## config.mk

```make
export PLATFORM = sky130hd
export DESIGN_NAME = toggle_trace_acc
export DESIGN_NICKNAME = d
export VERILOG_FILES = /design/src/rtl/toggle_trace_pkg.sv /design/src/rtl/popcount_hd.sv /design/src/rtl/toggle_trace_acc.sv
export SDC_FILE = /design/constraint.sdc
export NUM_CORES = 1
export LEC_CHECK = 0
export CORE_ASPECT_RATIO = 1.4
export CORE_MARGIN = 2
export CORE_UTILIZATION = 55
export DETAILED_ROUTE_END_ITERATION = 7
export PLACE_DENSITY = 0.9
export SYNTH_ARGS = -nofsm -noshare
export SYNTH_HDL_FRONTEND = slang
export SYNTH_SLANG_ARGS = --single-unit
```

## constraint.sdc

```tcl
create_clock -name clk -period 7.9 [get_ports clk]
set_clock_uncertainty 0.05 [all_clocks]
set_input_delay 1.58 -clock clk [delete_from_list [all_inputs] [get_ports clk]]
set_output_delay 1.58 -clock clk [all_outputs]
set_load 0.02 [all_outputs]
```

## src/rtl/toggle_trace_pkg.sv

```systemverilog
// rtl/toggle_trace_pkg.sv - shared state encoding and default parameters for the toggle trace accumulator
package toggle_trace_pkg;

  typedef enum logic [1:0] {
    IDLE  = 2'd0,
    PRIME = 2'd1,
    ACCUM = 2'd2,
    HOLD  = 2'd3
  } state_t;

  localparam int DEF_NET_W       = 32;
  localparam int DEF_WIN_LEN     = 8;
  localparam int DEF_NUM_SAMPLES = 16;
  localparam int DEF_ACC_W       = 16;

endpackage

```

## src/rtl/popcount_hd.sv

```systemverilog
// rtl/popcount_hd.sv - combinational Hamming distance between two net snapshots
module popcount_hd #(
  parameter int NET_W = 32,
  parameter int HD_W  = $clog2(NET_W + 1)
) (
  input  logic [NET_W-1:0] a,
  input  logic [NET_W-1:0] b,
  output logic [HD_W-1:0]  hd
);

  logic [NET_W-1:0] diff;
  logic [HD_W-1:0]  cnt;

  // Count the bits that toggled between the two snapshots
  always_comb begin
    diff = a ^ b;
    cnt  = '0;
    for (int i = 0; i < NET_W; i++) begin
      cnt = cnt + HD_W'(diff[i]);
    end
    hd = cnt;
  end

endmodule

```

## src/rtl/toggle_trace_acc.sv

```systemverilog
// rtl/toggle_trace_acc.sv - windowed switching-activity trace built from net snapshot Hamming distances
module toggle_trace_acc
  import toggle_trace_pkg::*;
#(
  parameter int NET_W       = DEF_NET_W,
  parameter int WIN_LEN     = DEF_WIN_LEN,
  parameter int NUM_SAMPLES = DEF_NUM_SAMPLES,
  parameter int ACC_W       = DEF_ACC_W,
  parameter int IDX_W       = (NUM_SAMPLES > 1) ? $clog2(NUM_SAMPLES) : 1
) (
  input  logic             clk,
  input  logic             rst_n,
  input  logic             start,
  input  logic             snap_valid,
  input  logic [NET_W-1:0] snap,
  output logic             snap_ready,
  output logic             sample_valid,
  input  logic             sample_ready,
  output logic [ACC_W-1:0] sample_data,
  output logic [IDX_W-1:0] sample_idx,
  output logic             sample_sat,
  output logic             busy,
  output logic             done
);

  localparam int HD_W  = $clog2(NET_W + 1);
  localparam int WC_W  = (WIN_LEN > 1) ? $clog2(WIN_LEN) : 1;
  localparam int SUM_W = ((ACC_W > HD_W) ? ACC_W : HD_W) + 1;

  localparam logic [ACC_W-1:0] ACC_MAX  = '1;
  localparam logic [WC_W-1:0]  LAST_WIN = WC_W'(WIN_LEN - 1);
  localparam logic [IDX_W-1:0] LAST_IDX = IDX_W'(NUM_SAMPLES - 1);

  state_t           state;
  logic [NET_W-1:0] prev;
  logic [ACC_W-1:0] acc;
  logic [WC_W-1:0]  win_cnt;
  logic [IDX_W-1:0] idx;
  logic             sat;
  logic             done_r;

  logic [HD_W-1:0]  hd;
  logic [SUM_W-1:0] sum;
  logic [ACC_W-1:0] acc_add;
  logic             sat_add;

  popcount_hd #(
    .NET_W (NET_W),
    .HD_W  (HD_W)
  ) u_hd (
    .a  (snap),
    .b  (prev),
    .hd (hd)
  );

  // Saturating accumulate; sat is sticky for the rest of the window
  always_comb begin
    sum = SUM_W'(acc) + SUM_W'(hd);
    if (sum > SUM_W'(ACC_MAX)) begin
      acc_add = ACC_MAX;
      sat_add = 1'b1;
    end else begin
      acc_add = sum[ACC_W-1:0];
      sat_add = sat;
    end
  end

  // Capture-run FSM: prime on first snapshot, sum WIN_LEN transitions, hold sample until consumed
  always_ff @(posedge clk or negedge rst_n) begin
    if (!rst_n) begin
      state   <= IDLE;
      prev    <= '0;
      acc     <= '0;
      win_cnt <= '0;
      idx     <= '0;
      sat     <= 1'b0;
      done_r  <= 1'b0;
    end else begin
      done_r <= 1'b0;
      case (state)
        IDLE: begin
          if (start) begin
            state <= PRIME;
          end
        end
        PRIME: begin
          if (snap_valid) begin
            prev    <= snap;
            acc     <= '0;
            win_cnt <= '0;
            sat     <= 1'b0;
            state   <= ACCUM;
          end
        end
        ACCUM: begin
          if (snap_valid) begin
            acc  <= acc_add;
            sat  <= sat_add;
            prev <= snap;
            if (win_cnt == LAST_WIN) begin
              state <= HOLD;
            end else begin
              win_cnt <= win_cnt + WC_W'(1);
            end
          end
        end
        HOLD: begin
          if (sample_ready) begin
            acc     <= '0;
            win_cnt <= '0;
            sat     <= 1'b0;
            if (idx == LAST_IDX) begin
              idx    <= '0;
              done_r <= 1'b1;
              state  <= IDLE;
            end else begin
              idx   <= idx + IDX_W'(1);
              state <= ACCUM;
            end
          end
        end
        default: state <= IDLE;
      endcase
    end
  end

  assign snap_ready   = (state == PRIME) || (state == ACCUM);
  assign sample_valid = (state == HOLD);
  assign busy         = (state != IDLE);
  assign sample_data  = acc;
  assign sample_idx   = idx;
  assign sample_sat   = sat;
  assign done         = done_r;

endmodule

```

== Word-level counts from Yosys, hierarchy flattened ==
Index checks and enable logic that the tools add are counted.
Storage, ports and cells
  bits in registers: 59
  input port bits: 37
  word-level logic and storage cells: 92
Cells by class
  add/subtract/negate cells: 34
  order comparisons: 1
  equal/unequal tests: 12
  mux-type cells: 26
  bitwise gates (word level): 1
  reductions and logical operators: 11
Operator list (count)
  $add 6x1->6: 30
  $mux 16: 4
  $pmux 16 s3: 1
  $xor 32x32->32: 1
  $add 16x6->17: 1
  $gt 17x16->1 const B: 1
  $reduce_and 5->1: 3
  $mux 2: 6
  $mux 3: 4
  $ne 2x2->1 const B: 6
  $pmux 3 s3: 1
  $pmux 2 s4: 1
  $mux 1: 7
  $add 4x1->4 const B: 1
  $eq 2x2->1 const B: 2
  $eq 4x4->1 const B: 1
  $mux 4: 1
  $reduce_and 2->1: 2
  $reduce_and 4->1: 1
  $add 3x1->3 const B: 1
  $eq 3x3->1 const B: 1
  $pmux 1 s3: 1
  $reduce_bool 3->1: 1
  $add 1x1->2: 1
  6 further kinds: 6

== Depth between registers and ports, before layout ==
Gate-level depths: netlist of run 1.
  depth in word-level cells: 37
  gate-level depth with buffers: 23

== Cells and area by module ==
Synthesis of run 1 repeated with hierarchy kept, for this count alone.
Unflattened totals
  cells, all modules: 350
  area total of the unflattened synthesis: 3946.3 um2
By module, submodules not included
  toggle_trace_acc: instances 1, cells each 251, area each 2930.3 um2
  popcount_hd: instances 1, cells each 99, area each 1016.0 um2

== Least setup slack after synthesis of run 1 ==
No wires, ideal clock.
  path kind: input-to-reg
  from: input port snap[0]
  to: register acc[15], in the netlist sample_data[15]
  setup time: 0.087 ns
  arrival time: 7.753 ns
  data required time: 7.763 ns
  path slack: 0.011 ns
  stages: 21
  cells stage by stage: xor2_1 > ha_1 > fa_1 > fa_1 > fa_1 > fa_1 > inv_1 > fa_1 > fa_1 > fa_1 > fa_1 > inv_1 > a21o_1 > a21oi_1 > xnor2_1 > ha_1 > and3_1 > a221o_1 > a21o_1 > and4_4 > a211oi_2
On the way
  word-level cells in the longest chain between the ends: 37
RTL lines
  start: declaration: RTL line toggle_trace_acc.sv:15  | input logic [NET_W-1:0] snap,
  $xor 32x32->32 (*): RTL line popcount_hd.sv:16  | diff = a ^ b;
  $add 1x1->2 (*): RTL line popcount_hd.sv:19  | cnt = cnt + HD_W'(diff[i]);
  $add 6x1->6 (*) (30 in a row): RTL line popcount_hd.sv:19
  $add 16x6->17 (*): RTL line toggle_trace_acc.sv:58  | sum = SUM_W'(acc) + SUM_W'(hd);
  $gt 17x16->1: RTL line toggle_trace_acc.sv:59  | if (sum > SUM_W'(ACC_MAX)) begin
  $mux 16 (*): RTL line toggle_trace_acc.sv:59
  $mux 16 (*): RTL line toggle_trace_acc.sv:96  | if (snap_valid) begin
  $pmux 16 s3 (*): RTL line toggle_trace_acc.sv:80  | case (state)
  end signal: assignment: RTL line toggle_trace_acc.sv:89  | acc <= '0;
  end signal: assignment: RTL line toggle_trace_acc.sv:97  | acc <= acc_add;
  end signal: assignment: RTL line toggle_trace_acc.sv:109  | acc <= '0;
  end: declaration: RTL line toggle_trace_acc.sv:36  | logic [ACC_W-1:0] acc;
Mark *: on every way between the ends. The rest lies on a longest branch, timed or not. The select of a mux whose other input is x is not followed.
A chain may end at the register's enable or synchronous reset.

== Final worst setup path of run 1 ==
  from: input port snap[1]
  to: register acc[11], in the netlist sample_data[11]
Same word-level chain as after synthesis.

==> results of run 1 <==
## cell type report
type	count	area share [%]
Multi-Input combinational cell	248	46.81
Sequential cell	59	29.21
Timing Repair Buffer	85	15.79
Clock buffer	12	2.871
Inverter	36	2.673
Tap cell	95	2.351
Clock inverter	3	0.2970
## per-layer routing
layer | vias to the layer above | GRT usage, %
met5 | - | 0
met4 | 0 | 7.769
met3 | 23 | 6.880
met2 | 79 | 41.93
met1 | 1457 | 23.74
li1 | 1382 | -
## cells by family after synthesis
logic type,share of synthesized area [%]
and+or+nand+nor,8.744
DFF,37.52
AOI/OAI and AO/OA,10.49
adders and majority gates,20.35
buffers and inverters,4.261
xor gates and xnor gates,8.903
muxes,9.730
## critical path, stage by stage
cell and delay (ns):
dlymetal6s2s_1 0.14, xor2_1 0.17, ha_1 0.32, fa_1 0.59
fa_2 0.45, fa_1 0.53, fa_1 0.55, inv_1 0.05
fa_1 0.50, fa_1 0.45, fa_2 0.40, fa_2 0.38
inv_1 0.08, a21o_1 0.12, a21oi_1 0.07, xnor2_1 0.14
ha_1 0.33, and3_4 0.17, a221o_1 0.33, a21o_1 0.26
a31oi_1 0.22, nor3_1 0.07
## layout by cell type (no fill, tap or decap), types with 7 or more instances in the layout
| cell type | netlist | final |
|---|---|---|
| xor2_1 | 16 | 14 |
| mux2_2 | 34 | 34 |
| xnor2_1 | 24 | 19 |
| ha_1 | 24 | 24 |
| nand3_1 | 7 | 7 |
| inv_1 | 36 | 36 |
| a21oi_1 | 15 | 14 |
| fa_1 | 25 | 22 |
| nand2_1 | 18 | 18 |
| buf_4 | 1 | 24 |
| nor2_1 | 13 | 13 |
| dfrtp_1 | 59 | 59 |
| nor3_1 | 9 | 9 |
| clkdlybuf4s50_1 | 0 | 55 |
| clkbuf_8 | 0 | 10 |
| o21ai_1 | 6 | 7 |
## metrics by stage
| stage | cell area (um^2) | instances |
|---|---|---|
| after CTS | 4972 | 538 |
| after floorplan | 3935 | 350 |
| after detailed placement | 4807 | 523 |
| after global routing | 5055 | 538 |
| final | 5055 | 538 |
| after global placement | 4807 | 523 |
## repair_timing
action | 4_1_cts | 5_1_grt
pin swaps | 8 | 19
setup endpoints to repair | 17 | 17
resized for setup | 2 | 17
## state kept, by name, indices dropped and copies added, names as in the netlist
name         flops
done             1
prev            32
sample_data     16
sample_idx       4
sample_sat       1
state            2
win_cnt          3
## path summary, 6_finish.rpt
check,from,endpoint,slack [ns],cells past startpoint
worst max register to register,prev[1]$_DFFE_PN0P_,sample_data[11]$_DFFE_PN0P_,1.17,21
worst max-delay path,snap[1],sample_data[11]$_DFFE_PN0P_,0.16,22
min in group asynchronous,rst_n,sample_data[12]$_DFFE_PN0P_,1.32,2
worst min-delay path,sample_sat$_DFFE_PN0P_,sample_sat$_DFFE_PN0P_,0.44,1
worst min register to register,sample_sat$_DFFE_PN0P_,sample_sat$_DFFE_PN0P_,0.44,1
max in group asynchronous,rst_n,prev[17]$_DFFE_PN0P_,5.98,2
==> results by group, run 1 <==
Global route
  – Largest net degree at the start of global routing: 60
  – Global route overflow: 0
  – Initial antenna violation count: 0
  – Total Routing Usage GR: 22.94%
  – First-pass GRT wire length: 13.63 mm
  – Number of global-route vias before repair: 3,126

STA
  – Worst hold slack: 0.4437 ns
  – Setup TNS: 0 ns
  – Hold Fails Final Rpt: 0
  – Fin crit period: 7.738 ns
  – Headroom to the max-slew limit: 50.50%
  – Unrepaired setup endpoints after global routing: true
  – Final-report setup violation count: 0
  – Slew @ Worst Pin: 0.7425 ns
  – Final number of max-transition violations: 0
  – Final worst slack: 0.1622 ns
  – Max Clk Rate: 129.2 MHz
  – Final worst-path cycle share: 97.95%

Clock network
  – Setup bufs post-CTS: 0
  – Clock edge transition at the registers on the reported setup and hold paths: 0.07 ns
  – Worst-Skew Late Latency: 0.35 ns
  – Root buffer cell: clkbuf_8
  – Clock H-tree levels: 3
  – CTS Buffer Depth: 2
  – TritonCTS Sinks: 59
  – CTS tree: yes
  – Post-CTS Hold Buffers: 0
  – Num CTS Buffers: 9

Critical path
  – Critical Path AT: 7.90 ns
  – Kind of critical path: input pin to register
  – WP data required: 8.06 ns
  – Setup crit end kind: register
  – Startpoint Class: input pin
  – Critical path fanouts, max: 6

Detailed routing
  – Vias per cell: 5.467
  – Vias: 2,941
  – Routed WL per cell: 15.87 um
  – DR WL met2: 4.971 mm
  – Wl on met1: 3.010 mm
  – Drt initial violations: 127
  – Drc violations: 0
  – Drt first pass iters: 4
  – Total wire length: 8.537 mm
  – Post-DRT Antenna Nets: 0
  – DR top layer: met4
  – Met3 Wirelength: 368 um

Placement
  – Placer Congestion: 0.8970
  – IO buf count: 61
  – DP HPWL: 6.319 mm
  – Place WS: -0.7195 ns

Synth
  – Post-synth EDFFs: 0
  – Post-Syn Nets: 436
  – Post-synthesis register bit count: 59
  – Synthesis warning total: 0
  – Commonest cells post-synth: dfrtp_1 (59), inv_1 (36), mux2_2 (34)
  – Most common flop cell mapped by yosys: dfrtp_1
  – Async S/R FF share, synth: 100.0%
  – Sequential share of the synthesized area: 37.52%
  – Area share of the leading cell type in the synthesized netlist: 37.52%
  – Post-synthesis cell type count: 44
  – Synth Cell Area: 3935 um^2
  – Count leader, synth: dfrtp_1
  – Synthesized area per cell: 11.24 um^2
  – Area contributors post-synth: dfrtp_1 (38%), fa_1 (13%), mux2_2 (9.7%)
  – Gate count of the mapped netlist: 350
  – Area leader, netlist: dfrtp_1

Flow run
  – Maximum Capacitance Violations: 0

Floorplan
  – # IOs: 62
  – Die footprint: 7856 um^2
  – # rows: 36
  – Core Area: 6937 um^2
  – Die Wd: 75.49 um
  – Chip height: 104.1 um
  – Starting Density: 56.73%

Outcome
  – Status: completed

Cells and area
  – Share of cells above drive strength 1: 21.22%
  – Register area: 1476 um^2
  – ANT cells: 0
  – Layout net count: 525
  – Area grow syn2layout: 28.46%
  – Fillers: 492
  – Util after Layout: 72.87%
  – Area of the multi-input gates: 2366 um^2

Worst hold path
  – Hold Path Class: register to register
Power of run 1 is left out: the tool's default activity adds up to more than one toggle a clock period on the data nets, which glitch-free logic cannot reach.
==> run 2, diff against run 1 <==
--- a/config.mk
+++ b/config.mk
@@ -5,6 +5,7 @@
 export SDC_FILE = /design/constraint.sdc
 export NUM_CORES = 1
 export LEC_CHECK = 0
+export ABC_AREA = 1
 export CORE_ASPECT_RATIO = 1.4
 export CORE_MARGIN = 2
 export CORE_UTILIZATION = 55
==> results by group, run 2 <==
Cells and area
  – Area of the multi-input gates: 2456 um^2
  – Fillers: 538
  – Area grow syn2layout: 22.71%
  – ANT cells: 0
  – Register area: 1476 um^2
  – Fin area: 5131 um^2
  – Most common cell after layout, fill and taps aside: nand2_1
  – Share of cells above drive strength 1: 15.27%
  – Util after Layout: 69.71%
  – Biggest register: prev
  – Commonest cells after routing, fill and taps aside: nand2_1 (108), clkdlybuf4s50_1 (60), inv_1 (59), dfrtp_1 (59), mux2_2 (32)
  – Largest register FFs: 32
  – Layout net count: 607

Clock network
  – CTS Buffer Depth: 2
  – Clock edge transition at the registers on the reported setup and hold paths: 0.06 ns
  – Clock H-tree levels: 3
  – CTS tree: yes
  – Root buffer cell: clkbuf_8
  – Post-CTS Hold Buffers: 0
  – Setup bufs post-CTS: 0
  – Worst-Skew Late Latency: 0.34 ns
  – Num CTS Buffers: 9
  – TritonCTS Sinks: 59

STA
  – Slew @ Worst Pin: 0.7631 ns
  – Fin crit period: 7.738 ns
  – Headroom to the max-slew limit: 49.12%
  – Final number of max-transition violations: 0
  – Final-report setup violation count: 0
  – Worst hold slack: 0.4545 ns
  – Max Clk Rate: 129.2 MHz
  – Hold Fails Final Rpt: 0
  – Final worst-path cycle share: 97.96%

Global route
  – First-pass GRT wire length: 14.87 mm
  – Number of global-route vias before repair: 3,430
  – Initial antenna violation count: 0
  – Largest net degree at the start of global routing: 60
  – Global route overflow: 0
  – Total Routing Usage GR: 22.90%

Synth
  – Post-Syn Nets: 532
  – Post-synthesis register bit count: 59
  – Area share of the leading cell type in the synthesized netlist: 35.31%
  – Async S/R FF share, synth: 100.0%
  – Commonest cells post-synth: nand2_1 (109), dfrtp_1 (59), inv_1 (59)
  – Sequential share of the synthesized area: 35.31%
  – Area leader, netlist: dfrtp_1
  – Area contributors post-synth: dfrtp_1 (35%), fa_1 (12%), nand2_1 (9.8%)
  – Synthesis warning total: 0
  – Synthesized area per cell: 9.376 um^2
  – Most common flop cell mapped by yosys: dfrtp_1
  – Synth Cell Area: 4182 um^2
  – Post-synth EDFFs: 0
  – Post-synthesis cell type count: 28
  – Gate count of the mapped netlist: 446
  – Count leader, synth: nand2_1

Floorplan
  – # rows: 37
  – Die footprint: 8326 um^2
  – Starting Density: 56.81%
  – Chip height: 107.2 um
  – Die Wd: 77.69 um
  – # IOs: 62
  – Core Area: 7361 um^2

Placement
  – IO buf count: 61
  – DP HPWL: 6.901 mm
  – Placer Congestion: 0.8491
  – Cell Area, Placed: 4930 um^2

Detailed routing
  – Post-DRT Antenna Nets: 0
  – Drt initial violations: 150
  – Drt first pass iters: 4
  – Drc violations: 0
  – Total wire length: 9.042 mm
  – Routed WL per cell: 14.56 um
  – Vias per cell: 5.243
  – Vias: 3,256

Critical path
  – Critical path fanouts, max: 6
  – CP startpoint: snap[0]
  – Startpoint Class: input pin
  – Reg-to-Reg Start: prev[0]$_DFFE_PN0P_
  – Critical Path AT: 7.91 ns
  – WP data required: 8.07 ns
  – Kind of critical path: input pin to register
  – Setup crit end kind: register

Worst hold path
  – Worst Min Path Start: win_cnt[0]$_DFFE_PN0P_
  – Hold Path Class: register to register

Outcome
  – Status: completed

Flow run
  – Maximum Capacitance Violations: 0
==> run 2: cell count changes after synthesis, moves of 6 or more <==
cell / previous run / this run
nand3_1: 7 / 25
o21ai_0: 2 / 16
nand2_1: 18 / 109
inv_1: 36 / 59
o21ai_1: 6 / 0
nor3_1: 9 / 2
==> run 2: logic make-up (layout without fill, tap and decap cells) <==
family | after synthesis | after routing | synth area share, %
buffers and inverters | 68 | 146 | 6.762
XOR/XNOR | 42 | 42 | 8.797
AO/OA/AOI/OAI | 30 | 30 | 3.980
adder cells (fa/ha/maj) | 49 | 49 | 19.15
multiplexers | 32 | 32 | 8.618
AND/OR/NAND/NOR | 166 | 166 | 17.38
flip-flops | 59 | 59 | 35.31
==> run 2: path summary, 6_finish.rpt <==
| kind | endpoint | slack, ns | depth (start not counted) |
|---|---|---|---|
| setup / recovery | sample_data[10]$_DFFE_PN0P_ | 0.16 | 24 |
| setup reg to reg | sample_data[10]$_DFFE_PN0P_ | 1.49 | 23 |
| hold reg to reg | win_cnt[0]$_DFFE_PN0P_ | 0.45 | 1 |
| hold / removal | win_cnt[0]$_DFFE_PN0P_ | 0.45 | 1 |
| max in group asynchronous | prev[4]$_DFFE_PN0P_ | 5.95 | 2 |
| min in group asynchronous | sample_data[5]$_DFFE_PN0P_ | 1.35 | 2 |
==> run 2: layout make-up <==
cell class	instances	share of cell area (%)
inverters	61	4.462
flip-flops and latches	59	28.77
repair buffers	71	13.27
clock buffers	12	3.024
well taps	97	2.365
clock inverters	2	0.2438
multi-input cells	319	47.87
==> run 2: repair_timing <==
action                                  in CTS  in global routing
endpoints found under the setup margin      14                 17
pin swaps                                    3                  5
resized for setup                            3                  9
==> run 2: per-stage QoR <==
| stage | TNS, ns | cells | setup slack (ns) |
|---|---|---|---|
| 2_1_floorplan | 0 | 446 | 0.3811 |
| 3_3_place_gp | -2.965 | 607 | -0.2834 |
| 3_5_place_dp | -7.147 | 607 | -0.5614 |
| 4_1_cts | 0 | 621 | 0.01026 |
| 5_1_grt | -0.03170 | 621 | -0.02000 |
| 6_report | 0 | 621 | 0.1615 |
==> run 2: layer usage <==
| metal | routed length [um] | GRT usage, % |
|---|---|---|
| met5 | 0 | 0 |
| met4 | 253 | 8.929 |
| met3 | 422 | 5.640 |
| met2 | 5051 | 43.60 |
| met1 | 3314 | 23.61 |
==> run 2: worst max-delay path, stage by stage <==
cell and delay [ns]:
clkdlybuf4s50_1 0.44, xor2_1 0.18, ha_1 0.32, fa_1 0.57
fa_1 0.44, fa_1 0.47, fa_1 0.56, inv_1 0.07
fa_1 0.57, fa_1 0.44, fa_2 0.39, fa_2 0.37
buf_4 0.16, xnor2_2 0.13, ha_2 0.39, nand2_1 0.07
nor2_1 0.09, nand2_1 0.06, nand3_1 0.20, nand3_1 0.15
nand2_1 0.09, nand2_1 0.06, nand2_1 0.08, nand2_1 0.06
Power of run 2 is left out for the same reason.
==> run 3, diff against run 2 <==
--- a/config.mk
+++ b/config.mk
@@ -10,7 +10,8 @@
 export CORE_MARGIN = 2
 export CORE_UTILIZATION = 55
 export DETAILED_ROUTE_END_ITERATION = 7
-export PLACE_DENSITY = 0.9
+export HOLD_SLACK_MARGIN = 0.15
+export PLACE_DENSITY_LB_ADDON = 0.3
 export SYNTH_ARGS = -nofsm -noshare
 export SYNTH_HDL_FRONTEND = slang
 export SYNTH_SLANG_ARGS = --single-unit
==> results by group, run 3 (synthesized netlist as in run 2, its figures left out) <==
Floorplan
  – # rows: 37
  – Die Wd: 77.69 um
  – # IOs: 62
  – Chip height: 107.2 um
  – Starting Density: 56.81%
  – Core Area: 7361 um^2
  – Die footprint: 8326 um^2

Critical path
  – Reg-to-Reg Start: prev[1]$_DFFE_PN0P_
  – WP data required: 8.10 ns
  – Max incr delay on CP: 0.57 ns
  – Setup crit end kind: register
  – Flop-to-flop setup slack: 1.59 ns
  – Worst Reg-to-Reg Cells: 25
  – Startpoint Class: input pin
  – Most frequent CP cell: nand2_1
  – Critical path fanouts, max: 4
  – Worst path slowest cell: fa_1
  – CP startpoint: snap[0]
  – Kind of critical path: input pin to register
  – Critical Path AT: 7.81 ns
  – FF-to-FF End: sample_data[13]$_DFFE_PN0P_

Worst hold path
  – Worst Hold End: win_cnt[1]$_DFFE_PN0P_
  – Hold Path Class: register to register
  – WHS Path Cells: 2
  – Worst Min Path Start: win_cnt[1]$_DFFE_PN0P_

Global route
  – Total Routing Usage GR: 22.56%
  – Global route overflow: 0
  – First-pass GRT wire length: 14.51 mm
  – Number of global-route vias before repair: 3,270
  – Largest net degree at the start of global routing: 60
  – Initial antenna violation count: 0

Outcome
  – Status: completed

Placement
  – Cell Area, Placed: 4945 um^2
  – DP HPWL: 6.539 mm
  – IO buf count: 61
  – Place WS: -0.4840 ns
  – Placer Congestion: 0.8561

Clock network
  – TritonCTS Sinks: 59
  – Post-CTS Hold Buffers: 0
  – Clock edge transition at the registers on the reported setup and hold paths: 0.07 ns
  – Worst-Skew Late Latency: 0.35 ns
  – Clock H-tree levels: 3
  – CTS tree: yes
  – Num CTS Buffers: 9
  – CTS Buffer Depth: 2
  – Setup bufs post-CTS: 0
  – Root buffer cell: clkbuf_8

STA
  – Slew @ Worst Pin: 0.8067 ns
  – Max Clk Rate: 131.4 MHz
  – Final worst slack: 0.2899 ns
  – Hold Fails Final Rpt: 0
  – Final number of max-transition violations: 0
  – Headroom to the max-slew limit: 45.80%
  – Final worst-path cycle share: 96.33%
  – Fin crit period: 7.610 ns
  – Final-report setup violation count: 0

Detailed routing
  – Vias per cell: 5.035
  – Drc violations: 0
  – Total wire length: 8.404 mm
  – Drt initial violations: 124
  – Post-DRT Antenna Nets: 0
  – Routed WL per cell: 13.45 um
  – Drt first pass iters: 4
  – Vias: 3,147

Cells and area
  – Largest register FFs: 32
  – Biggest register: prev
  – Commonest cells after routing, fill and taps aside: nand2_1 (108), clkdlybuf4s50_1 (60), inv_1 (59), dfrtp_1 (59), mux2_2 (32)
  – Layout net count: 609
  – Fillers: 568
  – Share of cells above drive strength 1: 15.91%
  – Fin area: 5190 um^2
  – ANT cells: 0
  – Area grow syn2layout: 24.12%
  – Most common cell after layout, fill and taps aside: nand2_1

Flow run
  – Maximum Capacitance Violations: 0
==> run 3: cell count changes in the layout (fill, tap and decap cells not counted), sizes merged <==
cell    delta
buf        +2
bufinv     +2
clkbuf     -3
clkinv     +2
inv        +1
==> run 3: layer usage <==
layer  vias up  wire [um]  global-route usage [%]
li1       1557          -                       -
met1      1493       3205                   24.92
met2        79       4635                   40.52
met3        18        331                   4.966
met4         0        230                   10.97
met5         -          0                       0
==> run 3: worst max-delay path by stage <==
stage                                       end  slack (ns)  depth (start not counted)
floorplan           sample_data[15]$_DFFE_PN0P_        0.38                         24
global placement    sample_data[15]$_DFFE_PN0P_       -0.24                         25
detailed placement  sample_data[15]$_DFFE_PN0P_       -0.48                         25
CTS                 sample_data[15]$_DFFE_PN0P_        0.02                         24
global route         sample_data[7]$_DFFE_PN0P_       -0.01                         25
finish              sample_data[13]$_DFFE_PN0P_        0.29                         26
==> run 3: what timing repair did <==
item	in CTS	in global routing
endpoints found under the setup margin	13	17
pin swaps	2	9
gates resized for setup	2	8
==> run 3: through the flow <==
| stage | TNS, ns | instances | util [%] | hold WS, ns |
|---|---|---|---|---|
| 4_1_cts | 0 | 625 | 70.13 | 0.4728 |
| 2_1_floorplan | 0 | 446 | - | 0.4070 |
| 3_5_place_dp | -6.493 | 609 | 67.18 | 0.4570 |
| 3_3_place_gp | -2.529 | 609 | 67.18 | 0.4265 |
| 5_1_grt | -0.01006 | 625 | 70.51 | 0.4949 |
| 6_report | 0 | 625 | 70.51 | 0.4734 |
==> run 3: worst max-delay path, delay by kind of cell <==
family	cells	cell delay, ns
adders and majority gates	10	4.40
and+or+nand+nor	10	0.66
xor gates and xnor gates	2	0.29
buffers and inverters	4	0.84
==> run 3: layout make-up <==
cell class / instances / area (um^2) / area share, %
clock buffers: 9 / 123.9 / 2.387
clock inverters: 7 / 91.34 / 1.760
inverters: 61 / 229.0 / 4.412
multi-input cells: 319 / 2452 / 47.25
flip-flops and latches: 59 / 1476 / 28.45
well taps: 97 / 121.4 / 2.338
repair buffers: 73 / 695.7 / 13.40
Power of run 3 is left out for the same reason.
